`src/rtl/sa_feed_ctrl.sv`:
```
// sa_feed_ctrl: operand buffers and sequencer for an N x N systolic multiply
// array. Holds one A and one B matrix and clears the array accumulators. It
// then streams skewed A rows (west edge) and B columns (north edge), waits
// for the last partial product to land, and flags the result valid.
module sa_feed_ctrl #(
    parameter int N      = 8,
    parameter int WIDTH  = 8,
    parameter int PE_LAT = 1,
    localparam int IW    = (N > 1) ? $clog2(N) : 1
) (
    input  logic                 clk,
    input  logic                 rst_n,
    input  logic                 i_ld_en,
    input  logic                 i_ld_sel,
    input  logic [IW-1:0]        i_ld_row,
    input  logic [IW-1:0]        i_ld_col,
    input  logic [WIDTH-1:0]     i_ld_data,
    output logic                 o_ld_rej,
    input  logic                 i_start,
    input  logic                 i_res_ack,
    output logic                 o_busy,
    output logic                 o_res_valid,
    output logic                 o_sa_clr,
    output logic [N*WIDTH-1:0]   o_a_feed,
    output logic [N*WIDTH-1:0]   o_b_feed
);

    // Step counter spans the longest phase (FEED runs 3N-2 steps).
    localparam int SW = $clog2(3 * N);
    localparam logic [SW-1:0] LAST_T     = SW'(3 * N - 3);
    localparam logic [SW-1:0] DRAIN_LAST = SW'(PE_LAT - 1);
    localparam logic [SW-1:0] N_STEP     = SW'(N);
    localparam logic [IW:0]   N_IDX      = (IW + 1)'(N);

    typedef enum logic [2:0] {
        S_IDLE  = 3'd0,
        S_CLEAR = 3'd1,
        S_FEED  = 3'd2,
        S_DRAIN = 3'd3,
        S_DONE  = 3'd4
    } state_t;

    state_t              r_state;
    state_t              w_state_next;
    logic [SW-1:0]       r_step;
    logic [SW-1:0]       w_step_next;

    logic [WIDTH-1:0]    r_buf_a [N][N];
    logic [WIDTH-1:0]    r_buf_b [N][N];

    logic                w_locked;
    logic                w_in_range;
    logic                w_wr_en;
    logic                w_rej;
    logic                w_feed_next;
    logic [N*WIDTH-1:0]  w_a_next;
    logic [N*WIDTH-1:0]  w_b_next;

    logic                r_ld_rej;
    logic                r_busy;
    logic                r_res_valid;
    logic                r_sa_clr;
    logic [N*WIDTH-1:0]  r_a_feed;
    logic [N*WIDTH-1:0]  r_b_feed;

    // Buffers are frozen while the array is being cleared, fed or drained.
    assign w_locked    = (r_state == S_CLEAR) || (r_state == S_FEED) || (r_state == S_DRAIN);
    // Only matters when N is not a power of two.
    assign w_in_range  = ({1'b0, i_ld_row} < N_IDX) && ({1'b0, i_ld_col} < N_IDX);
    assign w_wr_en     = i_ld_en && !w_locked && w_in_range;
    assign w_rej       = i_ld_en && !w_wr_en;
    assign w_feed_next = (w_state_next == S_FEED);

    // State and step registers.
    always_ff @(posedge clk or negedge rst_n) begin
        if (!rst_n) begin
            r_state <= S_IDLE;
            r_step  <= '0;
        end else begin
            r_state <= w_state_next;
            r_step  <= w_step_next;
        end
    end

    // Next-state and next-step logic; step restarts at 0 on every phase change.
    always_comb begin
        w_state_next = r_state;
        w_step_next  = '0;
        case (r_state)
            S_IDLE: begin
                if (i_start) begin
                    w_state_next = S_CLEAR;
                end
            end
            S_CLEAR: begin
                w_state_next = S_FEED;
            end
            S_FEED: begin
                if (r_step == LAST_T) begin
                    w_state_next = S_DRAIN;
                end else begin
                    w_step_next = r_step + SW'(1);
                end
            end
            S_DRAIN: begin
                if (r_step == DRAIN_LAST) begin
                    w_state_next = S_DONE;
                end else begin
                    w_step_next = r_step + SW'(1);
                end
            end
            S_DONE: begin
                // A new start doubles as the acknowledge.
                if (i_start) begin
                    w_state_next = S_CLEAR;
                end else if (i_res_ack) begin
                    w_state_next = S_IDLE;
                end
            end
            default: begin
                w_state_next = S_IDLE;
            end
        endcase
    end

    // Operand buffer writes; a write coinciding with start lands before step 0 is read.
    always_ff @(posedge clk or negedge rst_n) begin
        if (!rst_n) begin
            for (int r = 0; r < N; r++) begin
                for (int c = 0; c < N; c++) begin
                    r_buf_a[r][c] <= '0;
                    r_buf_b[r][c] <= '0;
                end
            end
        end else if (w_wr_en) begin
            if (i_ld_sel) begin
                r_buf_b[i_ld_row][i_ld_col] <= i_ld_data;
            end else begin
                r_buf_a[i_ld_row][i_ld_col] <= i_ld_data;
            end
        end
    end

    // Skewed feed selection for the upcoming step: row i carries A[i][t-i],
    // column j carries B[t-j][j], zero outside the diagonal band.
    for (genvar gi = 0; gi < N; gi++) begin : g_feed
        logic [SW-1:0] w_ka;
        logic [SW-1:0] w_kb;

        assign w_ka = w_step_next - SW'(gi);
        assign w_kb = w_step_next - SW'(gi);

        assign w_a_next[gi*WIDTH +: WIDTH] =
            (w_feed_next && (w_step_next >= SW'(gi)) && (w_ka < N_STEP))
                ? r_buf_a[gi][w_ka[IW-1:0]] : '0;
        assign w_b_next[gi*WIDTH +: WIDTH] =
            (w_feed_next && (w_step_next >= SW'(gi)) && (w_kb < N_STEP))
                ? r_buf_b[w_kb[IW-1:0]][gi] : '0;
    end

    // Output registers, all derived from the next state so they align with it.
    always_ff @(posedge clk or negedge rst_n) begin
        if (!rst_n) begin
            r_ld_rej    <= 1'b0;
            r_busy      <= 1'b0;
            r_res_valid <= 1'b0;
            r_sa_clr    <= 1'b0;
            r_a_feed    <= '0;
            r_b_feed    <= '0;
        end else begin
            r_ld_rej    <= w_rej;
            r_busy      <= (w_state_next == S_CLEAR) || (w_state_next == S_FEED)
                           || (w_state_next == S_DRAIN);
            r_res_valid <= (w_state_next == S_DONE);
            r_sa_clr    <= (w_state_next == S_CLEAR);
            r_a_feed    <= w_a_next;
            r_b_feed    <= w_b_next;
        end
    end

    assign o_ld_rej    = r_ld_rej;
    assign o_busy      = r_busy;
    assign o_res_valid = r_res_valid;
    assign o_sa_clr    = r_sa_clr;
    assign o_a_feed    = r_a_feed;
    assign o_b_feed    = r_b_feed;

endmodule

```
`config.mk`:
```
export PLATFORM = sky130hd
export DESIGN_NAME = sa_feed_ctrl
export DESIGN_NICKNAME = d
export VERILOG_FILES = /design/src/rtl/sa_feed_ctrl.sv
export SDC_FILE = /design/constraint.sdc
export NUM_CORES = 2
export LEC_CHECK = 0
export ABC_CLOCK_PERIOD_IN_PS = 9500
export CAP_MARGIN = 20
export CORE_MARGIN = 2
export CORE_UTILIZATION = 60
export DETAILED_ROUTE_END_ITERATION = 16
export PLACE_DENSITY = 0.77
export SLEW_MARGIN = 20
export SYNTH_ARGS = -nofsm -noshare
export SYNTH_HDL_FRONTEND = slang
export SYNTH_SLANG_ARGS = --single-unit
```
`constraint.sdc`:
```
create_clock -name clk -period 9.5 [get_ports clk]
set_clock_uncertainty 0.1 [all_clocks]
set_input_delay 0.95 -clock clk [delete_from_list [all_inputs] [get_ports clk]]
set_output_delay 0.95 -clock clk [all_outputs]
set_load 0.01 [all_outputs]
```
==> metrics.txt <==
die height=297 µm; CP Capture Type=register; vias per inst=6.47; first-pass GRT wire length=208 mm; async set-or-reset flop fraction in the synthesized netlist=100%; DIE AREA=0.0881 mm²; n_diodes=0; syn_nets=3817; placer congestion estimate=0.893; pin count of the biggest net entering global routing=198; crit path DAT=6050 ps; final setup fails=0; share of cells above drive strength 1=37.9%; setup ws final=3940 ps; Primary FF master, synth=dfrtp_1; Global Route met2 Usage=49.7%; Unique masters post-synth=78; setup tns final=0 ps; placed wire-length estimate=78.8 mm; initial core utilization=60.4%; Slew @ Worst Pin=1230 ps; number of I/O port buffers=151; Slew Limit Fails=0; dpl cells=4842; Core Box Area=0.0851 mm²; EDFF count, synth=0; CTS tree=yes; yosys warns=0; Global Route Usage Sum=30.6%; clk sinks=1164; Setup Fix Bufs, Post-CTS=0; Clock Pin Slew Worst Setup and Hold Paths=70 ps; die width=297 µm; io pins=152; # rows=107; Routed Antenna Nets=0; Max FO, Critical Path=49; Pwr Density=267 mW/mm²; final std cells w/o fill=5054; Hold-fix buffers, CTS=0; Worst setup SP type=register; WL per Instance=26.6 µm; via count=32700; power consumption=0.0154 W; RSZ-0062 raised after global routing=false; Layout area overhead=12.1%; NumNets Final=3850; final WL=135 mm; register area share after synthesis=56.6%; Syn Area/Cell=13.6 µm²; WP data required=9990 ps; Final Hold Fails=0; worst vdd ir=0.450 mV; H-tree levels=3; Max Clk Rate=0.180 GHz; # DRC=0; GR Util met1=42.0%; maxcap violations=0; Worst slew margin=17.8%; status=complete, no violations; clock period minus worst slack=5560 ps; later-pin clock latency in the skew report=700 ps; Mapped Cells=3785; leakage=27.3 nW; most used routing layer=met2; M3 GR Usage=5.10%; FILL cells=6090; initial antenna violation count=3; cts repair resizes=0; number of global-route vias before repair=34100; Tcrit/Tclk final=58.5%; Root Driver=clkbuf_16; Pre-antenna DRT Iters=5; global route overflow=0; Post-Synthesis Cell Area=0.0515 mm²; critical path type=reg -> reg; total CTS buffers=117; Hold Path Class=in -> async; maximum clock path buffer count=3; #FFs+latches synth=1164; DRT iter0 DRCs=2954; dpl ws=4040 ps
[stage by stage]
step	instance area [µm²]	util [%]	hold slack (ps)
2_1_floorplan	51500	-	371
3_3_place_gp	53700	63.1	380
3_5_place_dp	53700	63.1	387
4_1_cts	57700	67.7	216
5_1_grt	57700	67.8	253
6_report	57700	67.8	210
[power by group]
part           total [W]  internal [W]  leakage (nW)  switching (W)
clock network    0.00471       0.00277          1.97        0.00194
logic            0.00498       0.00186          9.23        0.00312
registers        0.00574       0.00543          16.1       0.000311
total             0.0154        0.0101          27.3        0.00537
[layer usage]
metal	vias to the layer above	part of all wire, %
met3	264	6.6
met4	6	3.5
met5	-	0.025
met1	17400	41
met2	1155	48
li1	13900	-
[sequential cells by signal (all words and copies together) (netlist names)]
signal / flops
r_step: 5
o_busy: 1
o_b_feed: 64
o_sa_clr: 1
r_buf_b: 512
r_buf_a: 512
o_a_feed: 64
o_res_valid: 1
r_state: 3
o_ld_rej: 1
[synth_stat cells (30+ instances only)]
master	n	share of area [%]
dfrtp_1	1164	57
mux2_2	1064	23
clkbuf_1	219	1.6
a21oi_1	199	1.9
nor2_1	169	1.2
o22ai_1	118	1.4
mux2i_1	104	2.0
nand2_1	100	0.73
mux4_2	80	3.5
o21ai_0	50	0.49
nor2_2	49	0.60
o221ai_1	40	0.68
or3_1	40	0.49
buf_2	38	0.37
a22oi_1	33	0.48
o211ai_1	30	0.44
[logic make-up after synthesis]
kind of cell               count (synthesis)  synth area share (%)
adders and majority gates                 12                 0.292
xor gates and xnor gates                  11                 0.231
and+or+nand+nor                          466                  4.44
muxes                                   1248                  28.8
AOI/OAI and AO/OA                        569                  7.15
buffers and inverters                    315                  2.50
DFF                                     1164                  56.6
[worst paths after layout]
check                              from            to  depth (start not counted)  slack (ps)
hold reg to reg            r_buf_a[461]  r_buf_a[461]                          1         400
max in group asynchronous         rst_n  r_buf_a[490]                          3        6800
setup reg to reg              r_step[0]  o_b_feed[31]                         14        3940
hold / removal                    rst_n  r_buf_b[131]                          1         210
min in group clk           r_buf_a[461]  r_buf_a[461]                          1         400
setup / recovery              r_step[0]  o_b_feed[31]                         14        3940
[worst max-delay path: stages, from the launching register on]
cell	delay, ps
dfrtp_4	920
inv_2	120
ha_4	200
and4bb_1	240
o21ai_4	280
nand2_4	90
nor2_4	570
inv_2	480
buf_4	410
ha_1	320
a21boi_0	170
xnor2_1	160
or3_1	660
or4_1	630
o21ai_1	80
[area by class of cell]
cell class,instances,area [µm²],share of cell area (%)
clock inverters,32,370,0.642
flip-flops and latches,1164,29100,50.5
well taps,1144,1430,2.48
repair buffers,202,1960,3.39
inverters,27,104,0.180
clock buffers,179,3580,6.21
multi-input cells,2306,21100,36.6
[cells in the final DEF, fill, tap and decap left out, types with 10 or more instances in the layout]
master	count
clkbuf_16	119
a22o_1	14
a22oi_1	33
inv_1	22
or3_1	40
mux2_2	1064
a211oi_1	12
mux2i_1	104
and2_1	15
nor2_2	48
clkbuf_8	38
mux4_2	80
nor2b_1	10
dfrtp_1	1163
nand2_1	99
o22ai_1	118
clkinv_2	19
o221ai_1	40
clkdlybuf4s50_1	142
a21oi_1	199
o21ai_0	50
o211ai_1	30
nand3_1	13
clkbuf_1	22
buf_4	52
nor2_1	169
nor3_1	25
a2bb2oi_1	16
Note: power is estimated with default switching activity, not from simulation.
